**src/rtl/fifo_uart_tx.sv**
```systemverilog
// fifo_uart_tx
//
// Drains a synchronous FIFO one word at a time and sends each word on a
// serial line as an asynchronous UART frame: one start bit (0), SIZE data
// bits LSB first, an optional even-parity bit, then STOP_BITS stop bits (1).
//
// Parameters
//   SIZE       data word width (matches the FIFO word width)
//   DIV        tsCLOCK cycles per serial bit, >= 2
//   STOP_BITS  stop bits per frame, 1 or 2
//
// Ports
//   tsCLOCK    in   rising-edge clock
//   tsRESET_N  in   asynchronous reset, active low
//   CLEAR_N    in   synchronous clear, active low, same effect as reset
//   ENABLE     in   allows new frames to be started
//   F_EMPTY_N  in   FIFO not-empty flag, only looked at in IDLE
//   FIFO_DATA  in   FIFO read data, valid the cycle after READ
//   READ       out  one-cycle FIFO pop request
//   TX         out  serial line, idles high
//   BUSY       out  high from the pop until the last stop bit has been sent
//
// Configuration
//   FIFO_UART_TX_PARITY_EN  when defined, an even-parity bit (XOR of the data
//                           bits) is sent between the data and stop bits.

module fifo_uart_tx #(
    parameter int SIZE      = 8,
    parameter int DIV       = 16,
    parameter int STOP_BITS = 1
) (
    input  logic            tsCLOCK,
    input  logic            tsRESET_N,
    input  logic            CLEAR_N,
    input  logic            ENABLE,
    input  logic            F_EMPTY_N,
    input  logic [SIZE-1:0] FIFO_DATA,
    output logic            READ,
    output logic            TX,
    output logic            BUSY
);

    localparam int BAUD_W = $clog2(DIV);
    localparam int CNT_W  = $clog2(SIZE + 2);

    localparam logic [BAUD_W-1:0] BAUD_LAST = BAUD_W'(DIV - 1);
    localparam logic [CNT_W-1:0]  DATA_LAST = CNT_W'(SIZE - 1);
    localparam logic [CNT_W-1:0]  STOP_LAST = CNT_W'(STOP_BITS - 1);

`ifdef FIFO_UART_TX_PARITY_EN
    typedef enum logic [2:0] {IDLE, POP, WAIT, START, DATA, PAR, STOP} state_t;
`else
    typedef enum logic [2:0] {IDLE, POP, WAIT, START, DATA, STOP} state_t;
`endif

    state_t            state_q, state_d;
    logic [BAUD_W-1:0] baud_q, baud_d;
    logic [CNT_W-1:0]  bit_q, bit_d;
    logic [SIZE-1:0]   shift_q, shift_d;
    logic              bit_end;
`ifdef FIFO_UART_TX_PARITY_EN
    logic              par_q, par_d;
`endif

    always_ff @(posedge tsCLOCK or negedge tsRESET_N) begin
        if (!tsRESET_N) begin
            state_q <= IDLE;
            baud_q  <= '0;
            bit_q   <= '0;
            shift_q <= '0;
`ifdef FIFO_UART_TX_PARITY_EN
            par_q   <= 1'b0;
`endif
        end else begin
            state_q <= state_d;
            baud_q  <= baud_d;
            bit_q   <= bit_d;
            shift_q <= shift_d;
`ifdef FIFO_UART_TX_PARITY_EN
            par_q   <= par_d;
`endif
        end
    end

    // bit_q counts data bits in DATA and stop bits in STOP; it is always
    // zero on entry to either state.
    always_comb begin
        state_d = state_q;
        baud_d  = baud_q;
        bit_d   = bit_q;
        shift_d = shift_q;
`ifdef FIFO_UART_TX_PARITY_EN
        par_d   = par_q;
`endif
        bit_end = (baud_q == BAUD_LAST);

        if (state_q != IDLE && state_q != POP && state_q != WAIT) begin
            baud_d = bit_end ? '0 : baud_q + 1'b1;
        end

        case (state_q)
            IDLE: begin
                if (ENABLE && F_EMPTY_N) begin
                    state_d = POP;
                end
            end
            POP: begin
                state_d = WAIT;
            end
            WAIT: begin
                shift_d = FIFO_DATA;
`ifdef FIFO_UART_TX_PARITY_EN
                par_d   = ^FIFO_DATA;
`endif
                bit_d   = '0;
                state_d = START;
            end
            START: begin
                if (bit_end) begin
                    state_d = DATA;
                end
            end
            DATA: begin
                if (bit_end) begin
                    shift_d = shift_q >> 1;
                    if (bit_q == DATA_LAST) begin
                        bit_d = '0;
`ifdef FIFO_UART_TX_PARITY_EN
                        state_d = PAR;
`else
                        state_d = STOP;
`endif
                    end else begin
                        bit_d = bit_q + 1'b1;
                    end
                end
            end
`ifdef FIFO_UART_TX_PARITY_EN
            PAR: begin
                if (bit_end) begin
                    state_d = STOP;
                end
            end
`endif
            STOP: begin
                if (bit_end) begin
                    if (bit_q == STOP_LAST) begin
                        bit_d   = '0;
                        state_d = IDLE;
                    end else begin
                        bit_d = bit_q + 1'b1;
                    end
                end
            end
            default: begin
                state_d = IDLE;
            end
        endcase

        // The baud counter restarts with every new state so each phase
        // starts on a fresh bit period.
        if (state_d != state_q) begin
            baud_d = '0;
        end

        // Clear abandons everything, including a frame mid-flight.
        if (!CLEAR_N) begin
            state_d = IDLE;
            baud_d  = '0;
            bit_d   = '0;
            shift_d = '0;
`ifdef FIFO_UART_TX_PARITY_EN
            par_d   = 1'b0;
`endif
        end
    end

    // Outputs are decoded from registered state only, so they are glitch
    // free relative to the inputs.
    always_comb begin
        READ = (state_q == POP);
        BUSY = (state_q != IDLE);
        case (state_q)
            START:   TX = 1'b0;
            DATA:    TX = shift_q[0];
`ifdef FIFO_UART_TX_PARITY_EN
            PAR:     TX = par_q;
`endif
            default: TX = 1'b1;
        endcase
    end

endmodule

```
**config.mk**
```make
export PLATFORM = sky130hd
export DESIGN_NAME = fifo_uart_tx
export DESIGN_NICKNAME = d
export VERILOG_FILES = /design/src/rtl/fifo_uart_tx.sv
export SDC_FILE = /design/constraint.sdc
export NUM_CORES = 1
export LEC_CHECK = 0
export CAP_MARGIN = 20
export CORE_AREA = 2 2 60 62
export CTS_CLUSTER_SIZE = 30
export DETAILED_ROUTE_END_ITERATION = 6
export DIE_AREA = 0 0 62 64
export SLEW_MARGIN = 30
export SYNTH_ARGS = -nofsm -noshare
export SYNTH_HDL_FRONTEND = slang
export SYNTH_SLANG_ARGS = --single-unit
```
**constraint.sdc**
```tcl
create_clock -name tsCLOCK -period 3.05 [get_ports tsCLOCK]
set_clock_uncertainty 0.2 [all_clocks]
set_input_delay 0.305 -clock tsCLOCK [delete_from_list [all_inputs] [get_ports tsCLOCK]]
set_output_delay 0.305 -clock tsCLOCK [all_outputs]
set_load 0.01 [all_outputs]
```
==> metrics.yaml <==
r2r-end: "shift_q[2]$_DFFE_PN0P_"
peakVddDrop_v: 0.000163
wl_per_cell_um: 13.2
cts_tree: "yes"
synth_area_um2: 1250
die_h_um: 64
coreArea_um2: 3280
routed_wl_mm: 2.55
die_width_um: 62
drive_above_1_share_pct: 12.9
synth-compound-area-share_pct: 20.5
synth_xor_area_share_pct: 0.699
grt_pass1_vias: 926
regToRegStartpoint: "baud_q[0]$_DFFE_PN0P_"
min_period_ns: 2.72
synth_edf_count: 0
initial_utilization_pct: 38.1
drv_cap: 0
setup_violations: 0
drt_iter0_markers: 73
p_per_area_nw_per_um2: 345
htree_levels: 1
rr_worst_depth: 5
ios: 16
syn2layout_area_growth_pct: 15.6
rsz0062_at_grt: "false"
grt-ovfl-total: 0
port-buffer-count: 15
dp_hpwl_mm: 1.90
numCtsBuffers: 3
detailedPlace.worstSlack_ns: 0.654
hold_viol: 0
tightestPinTransition_ns: 0.605
ys_seq_elements: 19
grt.total_usage_pct: 14.3
placement.cell_area_um2: 1420
grt_max_degree: 20
synth_top_family_by_area: "simple AND/OR/NAND/NOR gates"
grt_antenna_before_repair: 0
max_freq_ghz: 0.368
vias_per_cell: 5.30
synth_adder_area_share_pct: 3.00
critPathMaxFanout: 17
grt_pass1_wl_mm: 4.33
whs_ns: 0.263
critPathLaunchType: "register"
clockBufferDepth: 2
dieArea_um2: 3970
syn_nets: 149
ant_nets: 0
synth_cell_type_count: 42
avgSynthCellArea_um2: 9.42
vias: 1022
worstPathArrival_ns: 2.21
seq_area_frac_synth_pct: 38.0
cp-endpoint: "TX"
drc: 0
rrSetupSlack_ns: 0.91
clock_latency_ns: 0.30
slew_headroom_pct: 58.6
clock_sinks: 19
required_ns: 2.54
fin_ws_ns: 0.330
firstDrtPassIters: 4
cts-root-buf: "clkbuf_4"
outcome: "finished clean"
layout_commonest_cell: "nand2_1"
fin_nets: 164
p_total_mw: 0.499
mostFrequentLayoutCells: "nand2_1 (20), dfrtp_1 (19), clkdlybuf4s50_1 (14)"
synthArstFlopShare_pct: 100
p_leak_nw: 0.627
synth-simple-area-share_pct: 21.6
design_area_um2: 1450
slew_viol_final: 0
synthMuxAreaShare_pct: 10.4
end_kind: "primary output"
critical_path_class: "reg2out"
synth-main-ff-cell: "dfrtp_1"
netlist_instances: 133
critPathLaunch: "state_q[0]$_DFF_PN0_"
timing.final.crit_share_pct: 89.2
diodes: 0
std_cell_rows: 21
synth_warnings: 0
cts_setup_buffers: 0
clk_pin_slew_ns: 0.11
worstHoldPathType: "in2async"
fin_setup_tns_ns: 0
place_congestion: 0.837
routing by layer:
layer	share of wire (%)	vias to the layer above	wire (µm)	GRT usage (%)
met5	0	-	0	0
met4	0.86	0	22	2.39
met3	3.5	2	90	3.64
met2	45	18	1140	19.1
met1	51	485	1300	23.1
li1	-	517	-	-
layout make-up:
type,count,area (µm²)
fillers,322,1840
multi-input cells,100,703
flip-flops and latches,19,475
repair buffers,16,155
well taps,46,57.6
inverters,8,30.0
clock buffers,4,26.3
worst max-delay path: stages (launching register included):
cell             delay, ns
dfrtp_1               0.59
or3b_1                0.62
nor2_1                0.14
a21oi_1               0.05
clkdlybuf4s50_1       0.51
Yosys cell counts (2+ instances only):
master	instances	share of area [%]
o21ai_1	2	0.80
dfrtp_1	19	38
mux2_4	8	9.6
and3_1	2	1.0
o211ai_1	2	1.2
ha_1	3	3.0
o21ai_0	3	1.2
nor2_1	6	1.8
or3_1	2	1.0
nor3_1	4	1.6
a31oi_1	2	1.0
nor3b_2	2	2.0
a211oi_1	2	1.2
buf_2	2	0.80
nand2_1	20	6.0
nand3_1	2	0.80
nand2b_1	2	1.0
inv_1	8	2.4
buf_6	2	1.8
o21a_1	2	1.2
nand4_1	5	2.5
a21oi_1	13	5.2
flip-flops by register name (all words and copies together) (netlist names):
register	flops
baud_q	4
state_q	3
shift_q	8
bit_q	4
power by group:
part           switching [mW]  internal, mW
logic                  0.0387        0.0520
clock network          0.0759        0.0509
registers              0.0161         0.265
total                   0.131         0.368
worst min path at each step:
stage	cells past startpoint	startpoint	endpoint	slack, ns
3_3_place_gp	1	shift_q[3]$_DFFE_PN0P_	shift_q[3]$_DFFE_PN0P_	0.30
2_1_floorplan	0	tsRESET_N	baud_q[0]$_DFFE_PN0P_	-0.19
6_report	2	tsRESET_N	bit_q[0]$_DFFE_PN0P_	0.26
5_1_grt	2	tsRESET_N	bit_q[0]$_DFFE_PN0P_	0.30
3_5_place_dp	1	shift_q[3]$_DFFE_PN0P_	shift_q[3]$_DFFE_PN0P_	0.29
4_1_cts	1	tsRESET_N	bit_q[3]$_DFFE_PN0P_	0.31
per-stage QoR:
stage	util (%)	cells
2_1_floorplan	-	133
3_3_place_gp	43.1	188
3_5_place_dp	43.1	188
4_1_cts	43.9	192
5_1_grt	44.1	193
6_report	44.1	193
timing repair:
action                    in CTS  in global routing
hold buffers                   0                  1
hold endpoints to repair       0                 19
gates resized for setup        0                  0
logic make-up (layout without fill, tap and decap cells):
group | count (synthesis) | in the layout
mux | 9 | 9
buf+inv | 14 | 28
flops | 19 | 19
compound gates | 36 | 36
fa+ha+maj | 3 | 3
xor+xnor | 1 | 1
simple gates | 51 | 51
Note: power is estimated with default switching activity, not from simulation.
